$ cat src/rtl/pulse_gen_pkg.sv
// Shared opcodes, command/report field positions and FSM states for the
// pulse train generator.
package pulse_gen_pkg;

    // Command opcodes carried in cmd_in[63:62]
    localparam logic [1:0] OP_NOP   = 2'b00;
    localparam logic [1:0] OP_START = 2'b01;
    localparam logic [1:0] OP_STOP  = 2'b10;
    localparam logic [1:0] OP_LEVEL = 2'b11;

    // Command field offsets
    localparam int OPCODE_LSB   = 62;
    localparam int HIGH_LEN_LSB = 32;
    localparam int LOW_LEN_LSB  = 16;
    localparam int PCOUNT_LSB   = 0;
    localparam int LEVEL_BIT    = 0;

    // Report word layout
    localparam int RPT_TS_LSB    = 64;
    localparam int RPT_ZERO_BIT  = 50;
    localparam int RPT_REJ_BIT   = 49;
    localparam int RPT_ABORT_BIT = 48;

    typedef enum logic [1:0] {
        IDLE = 2'd0,
        HIGH = 2'd1,
        LOW  = 2'd2,
        DONE = 2'd3
    } state_t;

endpackage

$ cat src/rtl/pulse_gen_phase_timer.sv
// Loadable down-counter timing one HIGH or LOW phase. Loading len arms the
// timer for len cycles (len=0 behaves as 1); expire is high in the last one.
module pulse_phase_timer
    import pulse_gen_pkg::*;
#(
    parameter int PERIOD_WIDTH = 16
) (
    input  logic                    clk,
    input  logic                    rst_n,
    input  logic                    load,
    input  logic [PERIOD_WIDTH-1:0] len,
    output logic                    expire
);

    logic [PERIOD_WIDTH-1:0] cnt_q, cnt_d;

    // Load len-1 (zero-length clamps to one cycle), else count down to 0 and hold
    always_comb begin
        cnt_d = cnt_q;
        if (load) begin
            cnt_d = (len == '0) ? '0 : len - PERIOD_WIDTH'(1);
        end else if (cnt_q != '0) begin
            cnt_d = cnt_q - PERIOD_WIDTH'(1);
        end
    end

    // Counter register
    always_ff @(posedge clk or negedge rst_n) begin
        if (!rst_n) cnt_q <= '0;
        else        cnt_q <= cnt_d;
    end

    assign expire = (cnt_q == '0);

endmodule

$ cat src/rtl/pulse_train_generator.sv
// Timed pulse train generator: accepts START/STOP/LEVEL commands from the GPO
// core, drives a registered pulse train and writes a 128-bit completion report
// toward the RTI FIFO.
module pulse_train_generator
    import pulse_gen_pkg::*;
#(
    parameter int DATA_WIDTH   = 16,
    parameter int PERIOD_WIDTH = 16
) (
    input  logic         s_axi_aclk,
    input  logic         s_axi_aresetn,
    input  logic [63:0]  cmd_in,
    input  logic         valid,
    input  logic [63:0]  counter,
    output logic         output_sig,
    output logic         busy,
    output logic         write,
    output logic [127:0] report_out
);

    // Command decode
    logic [1:0]              opcode;
    logic                    cmd_start, cmd_stop, cmd_level;
    logic [PERIOD_WIDTH-1:0] cmd_high, cmd_low;
    logic [DATA_WIDTH-1:0]   cmd_pcount;
    logic                    unused_cmd;

    assign opcode     = cmd_in[OPCODE_LSB +: 2];
    assign cmd_start  = valid && (opcode == OP_START);
    assign cmd_stop   = valid && (opcode == OP_STOP);
    assign cmd_level  = valid && (opcode == OP_LEVEL);
    assign cmd_high   = cmd_in[HIGH_LEN_LSB +: PERIOD_WIDTH];
    assign cmd_low    = cmd_in[LOW_LEN_LSB +: PERIOD_WIDTH];
    assign cmd_pcount = cmd_in[PCOUNT_LSB +: DATA_WIDTH];
    assign unused_cmd = ^cmd_in;

    // State
    state_t                  state_q, state_d;
    logic                    idle_level_q, idle_level_d;
    logic [PERIOD_WIDTH-1:0] high_len_q, high_len_d;
    logic [PERIOD_WIDTH-1:0] low_len_q, low_len_d;
    logic [DATA_WIDTH-1:0]   pcount_q, pcount_d;
    logic [DATA_WIDTH-1:0]   emitted_q, emitted_d;
    logic [63:0]             start_ts_q, start_ts_d;
    logic                    rejected_q, rejected_d;
    logic                    out_q, out_d;
    logic                    busy_q, busy_d;
    logic                    write_q, write_d;
    logic [127:0]            report_q, report_d;

    // Phase timer interface
    logic                    tmr_load;
    logic [PERIOD_WIDTH-1:0] tmr_len;
    logic                    tmr_expire;

    logic done_now, zero_flag, abort_flag;

    pulse_phase_timer #(.PERIOD_WIDTH(PERIOD_WIDTH)) u_timer (
        .clk    (s_axi_aclk),
        .rst_n  (s_axi_aresetn),
        .load   (tmr_load),
        .len    (tmr_len),
        .expire (tmr_expire)
    );

    // FSM, command handling and report assembly
    always_comb begin
        state_d      = state_q;
        idle_level_d = idle_level_q;
        high_len_d   = high_len_q;
        low_len_d    = low_len_q;
        pcount_d     = pcount_q;
        emitted_d    = emitted_q;
        start_ts_d   = start_ts_q;
        rejected_d   = rejected_q;
        report_d     = report_q;
        write_d      = 1'b0;
        tmr_load     = 1'b0;
        tmr_len      = high_len_q;
        done_now     = 1'b0;
        zero_flag    = 1'b0;
        abort_flag   = 1'b0;

        if (cmd_level) idle_level_d = cmd_in[LEVEL_BIT];

        case (state_q)
            IDLE, DONE: begin
                if (state_q == DONE) state_d = IDLE;
                if (cmd_start) begin
                    start_ts_d = counter;
                    high_len_d = cmd_high;
                    low_len_d  = cmd_low;
                    pcount_d   = cmd_pcount;
                    emitted_d  = '0;
                    if (cmd_pcount == '0) begin
                        state_d   = DONE;
                        done_now  = 1'b1;
                        zero_flag = 1'b1;
                    end else begin
                        state_d  = HIGH;
                        tmr_load = 1'b1;
                        tmr_len  = cmd_high;
                    end
                end
            end
            HIGH: begin
                // STOP wins over a coinciding phase end: that pulse is not counted
                if (cmd_stop) begin
                    state_d    = DONE;
                    done_now   = 1'b1;
                    abort_flag = 1'b1;
                end else if (tmr_expire) begin
                    state_d   = LOW;
                    emitted_d = emitted_q + DATA_WIDTH'(1);
                    tmr_load  = 1'b1;
                    tmr_len   = low_len_q;
                end
            end
            LOW: begin
                if (cmd_stop) begin
                    state_d    = DONE;
                    done_now   = 1'b1;
                    abort_flag = 1'b1;
                end else if (tmr_expire) begin
                    if (emitted_q == pcount_q) begin
                        state_d  = DONE;
                        done_now = 1'b1;
                    end else begin
                        state_d  = HIGH;
                        tmr_load = 1'b1;
                        tmr_len  = high_len_q;
                    end
                end
            end
            default: state_d = IDLE;
        endcase

        // A START arriving mid-train is dropped but remembered for the report
        if (cmd_start && (state_q == HIGH || state_q == LOW)) rejected_d = 1'b1;

        if (done_now) begin
            write_d                           = 1'b1;
            report_d                          = '0;
            report_d[RPT_TS_LSB +: 64]        = start_ts_d;
            report_d[RPT_ZERO_BIT]            = zero_flag;
            report_d[RPT_REJ_BIT]             = rejected_d;
            report_d[RPT_ABORT_BIT]           = abort_flag;
            report_d[DATA_WIDTH-1:0]          = emitted_d;
            rejected_d                        = 1'b0;
        end
    end

    // Output levels follow the next state and next idle level, so a LEVEL
    // command in any state takes effect one cycle later
    always_comb begin
        out_d  = (state_d == HIGH) ? ~idle_level_d : idle_level_d;
        busy_d = (state_d == HIGH) || (state_d == LOW);
    end

    // State and output registers
    always_ff @(posedge s_axi_aclk or negedge s_axi_aresetn) begin
        if (!s_axi_aresetn) begin
            state_q      <= IDLE;
            idle_level_q <= 1'b0;
            high_len_q   <= '0;
            low_len_q    <= '0;
            pcount_q     <= '0;
            emitted_q    <= '0;
            start_ts_q   <= '0;
            rejected_q   <= 1'b0;
            out_q        <= 1'b0;
            busy_q       <= 1'b0;
            write_q      <= 1'b0;
            report_q     <= '0;
        end else begin
            state_q      <= state_d;
            idle_level_q <= idle_level_d;
            high_len_q   <= high_len_d;
            low_len_q    <= low_len_d;
            pcount_q     <= pcount_d;
            emitted_q    <= emitted_d;
            start_ts_q   <= start_ts_d;
            rejected_q   <= rejected_d;
            out_q        <= out_d;
            busy_q       <= busy_d;
            write_q      <= write_d;
            report_q     <= report_d;
        end
    end

    assign output_sig = out_q;
    assign busy       = busy_q;
    assign write      = write_q;
    assign report_out = report_q;

endmodule

$ cat config.mk
export PLATFORM = sky130hd
export DESIGN_NAME = pulse_train_generator
export DESIGN_NICKNAME = d
export VERILOG_FILES = /design/src/rtl/pulse_gen_pkg.sv /design/src/rtl/pulse_gen_phase_timer.sv /design/src/rtl/pulse_train_generator.sv
export SDC_FILE = /design/constraint.sdc
export NUM_CORES = 1
export LEC_CHECK = 0
export BUFFER_PORTS_ARGS = -buffer_cell sky130_fd_sc_hd__buf_2
export CAP_MARGIN = 20
export CORE_ASPECT_RATIO = 0.8
export CORE_MARGIN = 1.5
export CORE_UTILIZATION = 49
export DETAILED_ROUTE_END_ITERATION = 10
export GPL_ROUTABILITY_DRIVEN = 0
export PLACE_DENSITY = 0.87
export RECOVER_POWER = 25
export SLEW_MARGIN = 25
export SYNTH_ARGS = -nofsm -noshare
export SYNTH_HDL_FRONTEND = slang
export SYNTH_HIERARCHICAL = 1
export SYNTH_SLANG_ARGS = --single-unit
$ cat constraint.sdc
create_clock -name s_axi_aclk -period 4.6 [get_ports s_axi_aclk]
set_input_delay 0.23 -clock s_axi_aclk [delete_from_list [all_inputs] [get_ports s_axi_aclk]]
set_output_delay 0.23 -clock s_axi_aclk [all_outputs]
set_load 0.01 [all_outputs]
# Word level (Yosys, flattened, before mapping)
# Cells that the tools add are included.
# totals
reg_bits,234
latchBits,0
ramBits,0
rom_bits,0
in_bits,131
wordCells,86
mem_count,0
# classes
add_sub_neg,3
n_mul,0
div_mod_pow,0
n_lt_le_gt_ge,0
n_eq_ne,9
shift,0
mux,45
bitwise,1
n_reduce_logical,15
# ops
cell,n
$mux W16,10
$mux W64,2
$logic_not A16 Y1,3
$pmux W16 S3,1
$pmux W16 S2,1
$sub A16 B1 Y16 const B,2
$mux W1,20
$add A16 B1 Y16 const B,1
$eq A16 B16 Y1,1
$mux W2,8
$reduce_bool A16 Y1,1
$eq A2 B2 Y1 const B,5
$eq A2 B1 Y1 const B,3
$pmux W1 S3,2
$pmux W2 S3,1
$logic_and A1 B1 Y1,4
$reduce_or A2 Y1,2
$logic_not A2 Y1,1
$logic_or A1 B1 Y1,2
$reduce_and A2 Y1,1
$reduce_bool A2 Y1,1
$not A1 Y1,1

# Logic depth before layout (Yosys ltp)
# Gate-level depths: netlist of the first run.
# logic_depth
depth_word,7
mapped_depth,18
depth_no_buf,16

# Hierarchy
# The synthesis of the first run kept the hierarchy.
# modules_own_cells
mod,n_inst,cells_per_inst,area_each_um2,seq_area_each_um2
pulse_train_generator,1,716,9875.7,5455.2
pulse_phase_timer,1,133,1213.7,400.4

# Worst setup path before layout of the first run
# Ideal clock, no wire load.
# synth_path
path_type,reg-to-reg
startpoint,register u_timer.cnt_q[13]
endpoint,register u_timer.cnt_q[1]
t_arrival_ps,4218
required_time_ps,4463
slack_ps,244
stages_incl_launch_ff,16
path_buffers,3
cell_sequence,dfrtp_1 > or4_1 > nand4b_1 > inv_1 > nand2_1 > a21o_1 > clkbuf_1 > clkbuf_1 > a221oi_1 > a21oi_1 > or4b_4 > or4_4 > o41ai_4 > buf_6 > nor2_2 > a2bb2oi_1
# synth_between
elab_chain_cells,7
word_cells_on_any_way,15
classes_between,add/sub (1); mux (10); reduce/logical (4)
# synth_lines
element,line_no,text
start: declaration,pulse_gen_phase_timer.sv:15,"logic [PERIOD_WIDTH-1:0] cnt_q, cnt_d;"
start signal: assignment,pulse_gen_phase_timer.sv:30,else cnt_q <= cnt_d;
$logic_not A16 Y1,pulse_gen_phase_timer.sv:33,assign expire = (cnt_q == '0);
net tmr_expire,pulse_train_generator.sv:54,logic tmr_expire;
$mux W16,pulse_train_generator.sv:112,end else if (tmr_expire) begin
$mux W16,pulse_train_generator.sv:108,if (cmd_stop) begin
$pmux W16 S3,pulse_train_generator.sv:86,case (state_q)
net tmr_len[4],pulse_train_generator.sv:53,logic [PERIOD_WIDTH-1:0] tmr_len;
$logic_not A16 Y1,pulse_gen_phase_timer.sv:21,cnt_d = (len == '0) ? '0 : len - PERIOD_WIDTH'(1);
$mux W16,pulse_gen_phase_timer.sv:21,
$mux W16,pulse_gen_phase_timer.sv:20,if (load) begin
# The timed path passes the listed nets, and every way through them passes these cells.
# A chain may end at the register's enable or synchronous reset.

# Worst setup path in the final report of the first run
# layout_path
startpoint,register u_timer.cnt_q[13]
endpoint,register u_timer.cnt_q[4]
# layout_between
elab_chain_cells,7
word_cells_on_any_way,15
classes_between,add/sub (1); mux (10); reduce/logical (4)
# layout_lines
element,line_no
$logic_not A16 Y1 *,pulse_gen_phase_timer.sv:33
net tmr_expire,pulse_train_generator.sv:54
$mux W16 *,pulse_train_generator.sv:112
$mux W16 *,pulse_train_generator.sv:108
$pmux W16 S3 *,pulse_train_generator.sv:86
net tmr_len[0],pulse_train_generator.sv:53
$sub A16 B1 Y16 or $logic_not A16 Y1 (tied branches),pulse_gen_phase_timer.sv:21
$mux W16 *,pulse_gen_phase_timer.sv:21
$mux W16 *,pulse_gen_phase_timer.sv:20
# Mark *: on every way through the listed nets, which the timed path passes. The rest lies on a longest branch.

==> summary.txt, run 1 <==
Logic synthesis
  – Post-synth cell types: 56
  – Synth Cell Area: between 10000 and 15000 µm²
  – Synthesized flop and latch total: 234
  – Post-Syn Instances: 849
  – Synth top area share: about 53%
  – Ys async rst share: 100%
  – Seq/Total Area, Yosys: 52.8%
  – Synth area leaders: dfrtp_1, mux2_2, mux2_4, buf_4, xor2_1
  – Main flop type after synthesis: dfrtp_1
  – YS warnings: 6
  – EDFF count, synth: 0
  – Mean cell area of the mapped netlist: 13.1 µm²
  – Yosys top cell by area: dfrtp_1

Floorplan
  – Die area: 23500 µm²
  – I/O Pins: 262
  – Starting Density: 49.7%
  – Die W: 171 µm
  – Die Ht: around 140 µm
  – Core Box Area: 22300 µm²
  – Rows: 49

Clock tree
  – H-tree depth: 1
  – CTS sink count: 234
  – Clock root buffer: clkbuf_16
  – TritonCTS buffer count: 24
  – CTS max path bufs: 3
  – Clock Latency Late Sink: 530 ps
  – Postcts setup bufs: 0
  – Worst-path clk slew: 60 ps
  – CTS tree: built

Global route
  – GRT overflow: 0
  – Initial antenna violation count: 0
  – First-pass GRT wire length: 44.8 mm
  – Number of global-route vias before repair: 8327
  – GRT Total Usage: 24.5%
  – Largest net degree at the start of global routing: 101

Critical path
  – CP cell instances: or4_1 > nand4b_1 > inv_1 > nand2_1 > a21o_4 > a221oi_1 > a21oi_1 > inv_1 > ha_1 > or4b_4 > or4_4 > o41ai_4 > buf_6 > a21oi_1 > o22a_1
  – Worst path depth: 15
  – Arr. time, crit path: between 4000 and 5000 ps
  – R2R cell count: 15
  – Crit start category: register
  – Worst path max stage delay: 570 ps
  – Critical Path RT: 5010 ps
  – Critical path buffer and inverter count: 3
  – WS Path Type: reg -> reg
  – Setup crit end kind: register
  – Worst path slowest cell: or4_1
  – Critical-path maximum fanout: 15
  – CP top delay family: simple AND/OR/NAND/NOR gates

Pwr
  – PwrDens: around 610 nW/µm²
  – Maximum VDD drop: between 300 and 400 µV
  – Leakage power total: ~6.6 nW

Routing
  – Remaining DRCs: 0
  – Avg WL per Cell: 19.5 µm
  – Initial drt markers: 518
  – Routed wire length: 28.9 mm
  – Post-DRT Antenna Nets: 0
  – Via/cell ratio: 5.44
  – First-pass iteration count of the detailed router: 5
  – Via count: 8066

Timing
  – Endpoints failing setup: 0
  – Final period util: 96.2%
  – Worst Hold Slack: between 30 and 40 ps
  – RSZ-0062 raised after global routing: no
  – Slew @ Worst Pin: 2500 ps
  – Final min period: 4420 ps
  – Headroom to the max-slew limit: -66.7%
  – Layout Skew: between 10 and 15 ps
  – Setup TNS: 0 ps
  – Fmax: 0.226 GHz
  – Final hold violations: 0
  – Fin. max-slew vios: 101

Status
  – Failing checks: max-capacitance violations, max-slew violations
  – Status: finished, violations left

Finish
  – Area of the multi-input gates: 4790 µm²
  – Nets: 1299
  – Seq. cell area: just under 6000 µm²
  – Fillcell total: 1663
  – Layout area overhead: 27.7%
  – Antenna cells: 0
  – Layout cells sized above 1: 36.0%
  – Final core occ: 63.5%

Placed design
  – Dpl hpwl: 18.0 mm
  – PortBufs: 202

Worst hold path
  – Hold path cells: 2
  – Hold/Removal Path Class: in -> reg

Run
  – Maximum Capacitance Violations: 1
## metal layers
metal	vias up	GRT usage, %	wire, µm
li1	3601	-	-
met5	-	0	0
met4	0	7.75	903
met2	382	41.3	13900
met3	64	4.80	2070
met1	4019	32.1	12100
## flip-flops by register name (all words and copies together), names as in the netlist, 2 cells and up
name,count
high_len_q,16
pcount_q,16
emitted_q,16
report_out,83
state_q,2
start_ts_q,64
u_timer/cnt_q,16
low_len_q,16
## where the power goes
group / internal [mW] / switching [mW]
Sequential: 2.86 / 0.460
Combinational: 1.53 / 1.70
Clock: 1.19 / 0.837
Total: 5.58 / 3.00
## logic make-up after synthesis
kind of cell	after synthesis	synth area share, %
AOI/OAI and AO/OA	100	6.59
xor gates and xnor gates	42	3.32
adders and majority gates	8	0.903
buffers and inverters	107	5.86
DFF	234	52.8
muxes	214	23.5
other	1	0.0338
and+or+nand+nor	143	6.95
## per-stage QoR
| step | total power [mW] | cells | setup WS [ps] | instance area (µm²) |
|---|---|---|---|---|
| final | 8.58 | 1482 | 176 | 14200 |
| after global routing | 9.03 | 1482 | 20.8 | 14200 |
| after CTS | 8.51 | 1482 | 155 | 14200 |
| after detailed placement | 6.36 | 1328 | 178 | 12300 |
| after global placement | 6.19 | 1327 | 281 | 12200 |
| after floorplan | 5.42 | 893 | 244 | 11300 |
## what timing repair did
item                                   CTS  global route
setup endpoints to repair                0            11
endpoints found under the hold margin  208             0
gates resized for setup                  0             4
hold buffers                           112             0
## area by class of cell
type | count | share of cell area (%)
multi-input cells | 552 | 33.9
well taps | 306 | 2.70
flip-flops and latches | 234 | 41.3
repair buffers | 333 | 15.8
inverters | 15 | 0.398
clock inverters | 10 | 1.21
clock buffers | 32 | 4.66
## worst paths after layout
path	startpoint	end	slack, ps
setup / recovery	u_timer/cnt_q[13]	u_timer/cnt_q[4]	180
min in group asynchronous	s_axi_aresetn	low_len_q[11]	970
hold / removal	cmd_in[0]	pcount_q[0]	30
max in group asynchronous	s_axi_aresetn	low_len_q[5]	1750
setup reg to reg	u_timer/cnt_q[13]	u_timer/cnt_q[4]	180
hold reg to reg	rejected_q	rejected_q	490
## cells in the mapped netlist (7+ instances only)
cell / n
dfrtp_1: 234
mux2_2: 135
mux2_4: 60
buf_4: 46
nand2_1: 30
nor2_1: 30
xor2_1: 28
a21oi_1: 26
mux2i_1: 19
buf_2: 18
clkbuf_1: 16
nor4_1: 16
a221oi_1: 15
inv_1: 15
nand3_1: 14
xnor2_1: 14
o21ai_0: 11
or3_1: 10
ha_1: 8
buf_6: 7
nor3_1: 7
o22a_1: 7
## cell usage in the layout, fill, tap and decap left out, types with 10 or more instances in the layout
cell and n:
conb_1 45, xor2_1 28, clkbuf_16 24, a221oi_1 14, buf_2 161, a21oi_1 26
buf_4 17, dfrtp_1 234, or3_1 10, nor2_1 30, dlygate4sd3_1 112, mux2_4 60
nand3_1 14, mux2_2 134, inv_1 15, mux2i_1 19, nor4_1 16, o21ai_0 11
nand2_1 29, xnor2_1 14, clkbuf_1 45
No activity file was read; power rests on OpenSTA's default activity.
==> run 2, diff against run 1 <==
--- a/config.mk
+++ b/config.mk
@@ -5,6 +5,7 @@
 export SDC_FILE = /design/constraint.sdc
 export NUM_CORES = 1
 export LEC_CHECK = 0
+export ABC_AREA = 1
 export BUFFER_PORTS_ARGS = -buffer_cell sky130_fd_sc_hd__buf_2
 export CAP_MARGIN = 20
 export CORE_ASPECT_RATIO = 0.8
@@ -12,7 +13,7 @@
 export CORE_UTILIZATION = 49
 export DETAILED_ROUTE_END_ITERATION = 10
 export GPL_ROUTABILITY_DRIVEN = 0
-export PLACE_DENSITY = 0.87
+export PLACE_DENSITY = 0.86
 export RECOVER_POWER = 25
 export SLEW_MARGIN = 25
 export SYNTH_ARGS = -nofsm -noshare
==> summary.txt, run 2 <==
Pwr
  – Tot Pwr: roughly 9 mW
  – Leakage power total: between 7 and 8 nW
  – Maximum VDD drop: 345 µV
  – PwrDens: 614 nW/µm²

Floorplan
  – Rows: 50
  – Starting Density: 49.8%
  – Die W: about 180 µm
  – Die Ht: 141 µm
  – I/O Pins: between 200 and 300
  – Die area: approximately 25000 µm²
  – Core Box Area: between 20000 and 25000 µm²

Finish
  – Design area: 14700 µm²
  – Layout area overhead: 26.0%
  – Layout cells sized above 1: 16.7%
  – Nets: 1945
  – Most common cell after layout, fill and taps aside: nand2_1
  – Most frequent cells in the layout: nand2_1, dfrtp_1, buf_2
  – Number of flip-flops in the largest register: 83

Clock tree
  – CTS resizes: 0
  – CTS sink count: 234
  – TritonCTS buffer count: 25
  – H-tree depth: 1
  – CTS tree: built
  – CTS max path bufs: 3
  – Clock root buffer: clkbuf_16
  – Clock Latency Late Sink: roughly 540 ps
  – Worst-path clk slew: 60 ps
  – Postcts setup bufs: 0

Critical path
  – Critical-path maximum fanout: 10
  – Critical Path RT: 5010 ps
  – Crit start category: register
  – Reg-to-reg endpoint: u_timer/cnt_q[12]
  – Arr. time, crit path: about 4200 ps
  – R2R cell count: 23
  – Setup crit end kind: register
  – R2R Setup Slk: around 840 ps
  – WS Path Type: reg -> reg
  – Reg2reg start: u_timer/cnt_q[0]

Routing
  – Initial drt markers: 945
  – Via/cell ratio: about 5.2
  – Post-DRT Antenna Nets: 0
  – Remaining DRCs: 0
  – Routed wire length: 33.6 mm
  – First-pass iteration count of the detailed router: 5
  – Avg WL per Cell: ~16 µm
  – Via count: 11.2k

Logic synthesis
  – Most frequent cell after synthesis: nand2_1
  – YS warnings: 6
  – Mean cell area of the mapped netlist: 7.69 µm²
  – Main flop type after synthesis: dfrtp_1
  – Synth top area share: 50.3%
  – Yosys top cell by area: dfrtp_1
  – Synth area leaders: dfrtp_1, nand2_1, nand3_1, o21ai_0, inv_1
  – Synth Cell Area: 11700 µm²
  – Post-synth cell types: 36
  – Ys async rst share: 100%
  – EDFF count, synth: 0
  – Seq/Total Area, Yosys: roughly half
  – Synth cell count leaders: nand2_1, dfrtp_1, nand3_1
  – Synthesized flop and latch total: 234
  – Post-Syn Instances: 1515

Worst hold path
  – Hold/Removal Path Class: in -> reg
  – Hold path startpoint: cmd_in[62]
  – Hold Crit Endpoint: idle_level_q
  – Hold path cells: 3

Timing
  – Endpoints failing setup: 0
  – Fmax: between 0.2 and 0.3 GHz
  – Final period util: 81.8%
  – Final hold violations: 0
  – Final min period: 3760 ps
  – RSZ-0062 raised after global routing: no
  – Setup TNS: 0 ps
  – Final worst slack: 837 ps
  – Slew @ Worst Pin: 2840 ps
  – Layout Skew: 14.9 ps
  – Headroom to the max-slew limit: -89.4%
  – Fin. max-slew vios: 50

Global route
  – First-pass GRT wire length: about 54 mm
  – Number of global-route vias before repair: 11.0k
  – GRT overflow: 0
  – GRT Total Usage: 27.2%
  – Largest net degree at the start of global routing: 145
  – Initial antenna violation count: 1

Placed design
  – PortBufs: 202
  – Dpl hpwl: 20.6 mm
  – Placed cell area: 12700 µm²
  – Setup Slack @ Placement: 910 ps

Status
  – Status: finished, violations left
  – Failing checks: max-capacitance violations, max-slew violations

Run
  – Maximum Capacitance Violations: 1
==> run 2: cell count changes after synthesis, sizes merged, moves of 13 or more <==
cell    change
a21oi      +36
a221oi     -15
inv       +100
mux2      -194
mux2i      -19
nand2     +601
nand3     +103
nor2       +71
nor4       -13
o21ai      +81
xnor2      -14
xor2       -20
==> run 2: area by class of cell <==
cell class                 count  area (µm²)
clock inverter                10         143
antenna                        1        2.50
sequential                   234        5860
fill                        1909        8710
tap                          312         390
inverter                     116         435
timing repair buffer         328        2280
multi-input combinational   1101        4890
clock buffer                  33         686
==> run 2: logic make-up (layout without fill, tap and decap cells) <==
| group | after synthesis | in the layout | synth area share (%) |
|---|---|---|---|
| and+or+nand+nor | 878 | 878 | 31.3 |
| adders and majority gates | 8 | 8 | 0.859 |
| DFF | 234 | 234 | 50.3 |
| AOI/OAI and AO/OA | 161 | 161 | 7.47 |
| xor gates and xnor gates | 8 | 8 | 0.601 |
| other | 1 | 46 | 0.0322 |
| buffers and inverters | 224 | 487 | 9.40 |
| muxes | 1 | 1 | 0.0966 |
==> run 2: worst max path at each step <==
| stage | depth (start not counted) | slack (ps) | from | endpoint |
|---|---|---|---|---|
| detailed placement | 24 | 910 | u_timer/cnt_q[0] | u_timer/cnt_q[8] |
| floorplan | 24 | 1510 | u_timer/cnt_q[0] | u_timer/cnt_q[10] |
| CTS | 24 | 900 | u_timer/cnt_q[0] | u_timer/cnt_q[10] |
| finish | 23 | 840 | u_timer/cnt_q[0] | u_timer/cnt_q[12] |
| global route | 24 | 460 | u_timer/cnt_q[0] | u_timer/cnt_q[12] |
| global placement | 24 | 1010 | u_timer/cnt_q[0] | u_timer/cnt_q[14] |
==> run 2: critical path: stages, from the launching register on <==
cell	delay, ps
dfrtp_1	400
inv_2	120
ha_1	160
inv_1	70
nor2_1	90
nand3_1	60
nand3b_1	260
inv_1	220
nand2_1	140
inv_1	120
nor2_2	80
nor2_1	250
buf_4	240
nor2_1	60
a21oi_1	120
o21ai_0	230
nor2_2	260
nand2_1	130
nor2_2	160
nand3_2	80
nand2_2	120
inv_2	100
nand2_1	100
a21oi_2	60
==> run 2: per-stage QoR <==
stage	hold slack, ps	util [%]	instances
after floorplan	-65.6	-	1559
after global placement	440	54.3	1977
after detailed placement	442	54.3	1977
after CTS	85.6	62.7	2133
after global routing	108	62.8	2135
final	94.5	62.8	2135
==> run 2: repair_timing <==
item                       CTS  global route
hold buffers               113             0
hold endpoints to repair   263             0
setup endpoints to repair    0             0
==> run 2: report_power, final <==
| group | switching, mW | internal [mW] | leakage [nW] |
|---|---|---|---|
| registers | 0.440 | 2.88 | 2.99 |
| logic | 2.40 | 1.24 | 4.47 |
| clock network | 0.844 | 1.22 | 0.407 |
| total | 3.68 | 5.34 | 7.87 |
==> run 2: metal layers <==
layer | share of wire (%) | track usage (%) | up-vias
met3 | 9.8 | 5.61 | 84
met2 | 46 | 44.0 | 607
met1 | 42 | 37.0 | 5249
met5 | 0 | 0 | -
met4 | 2.8 | 8.10 | 0
li1 | - | - | 5239
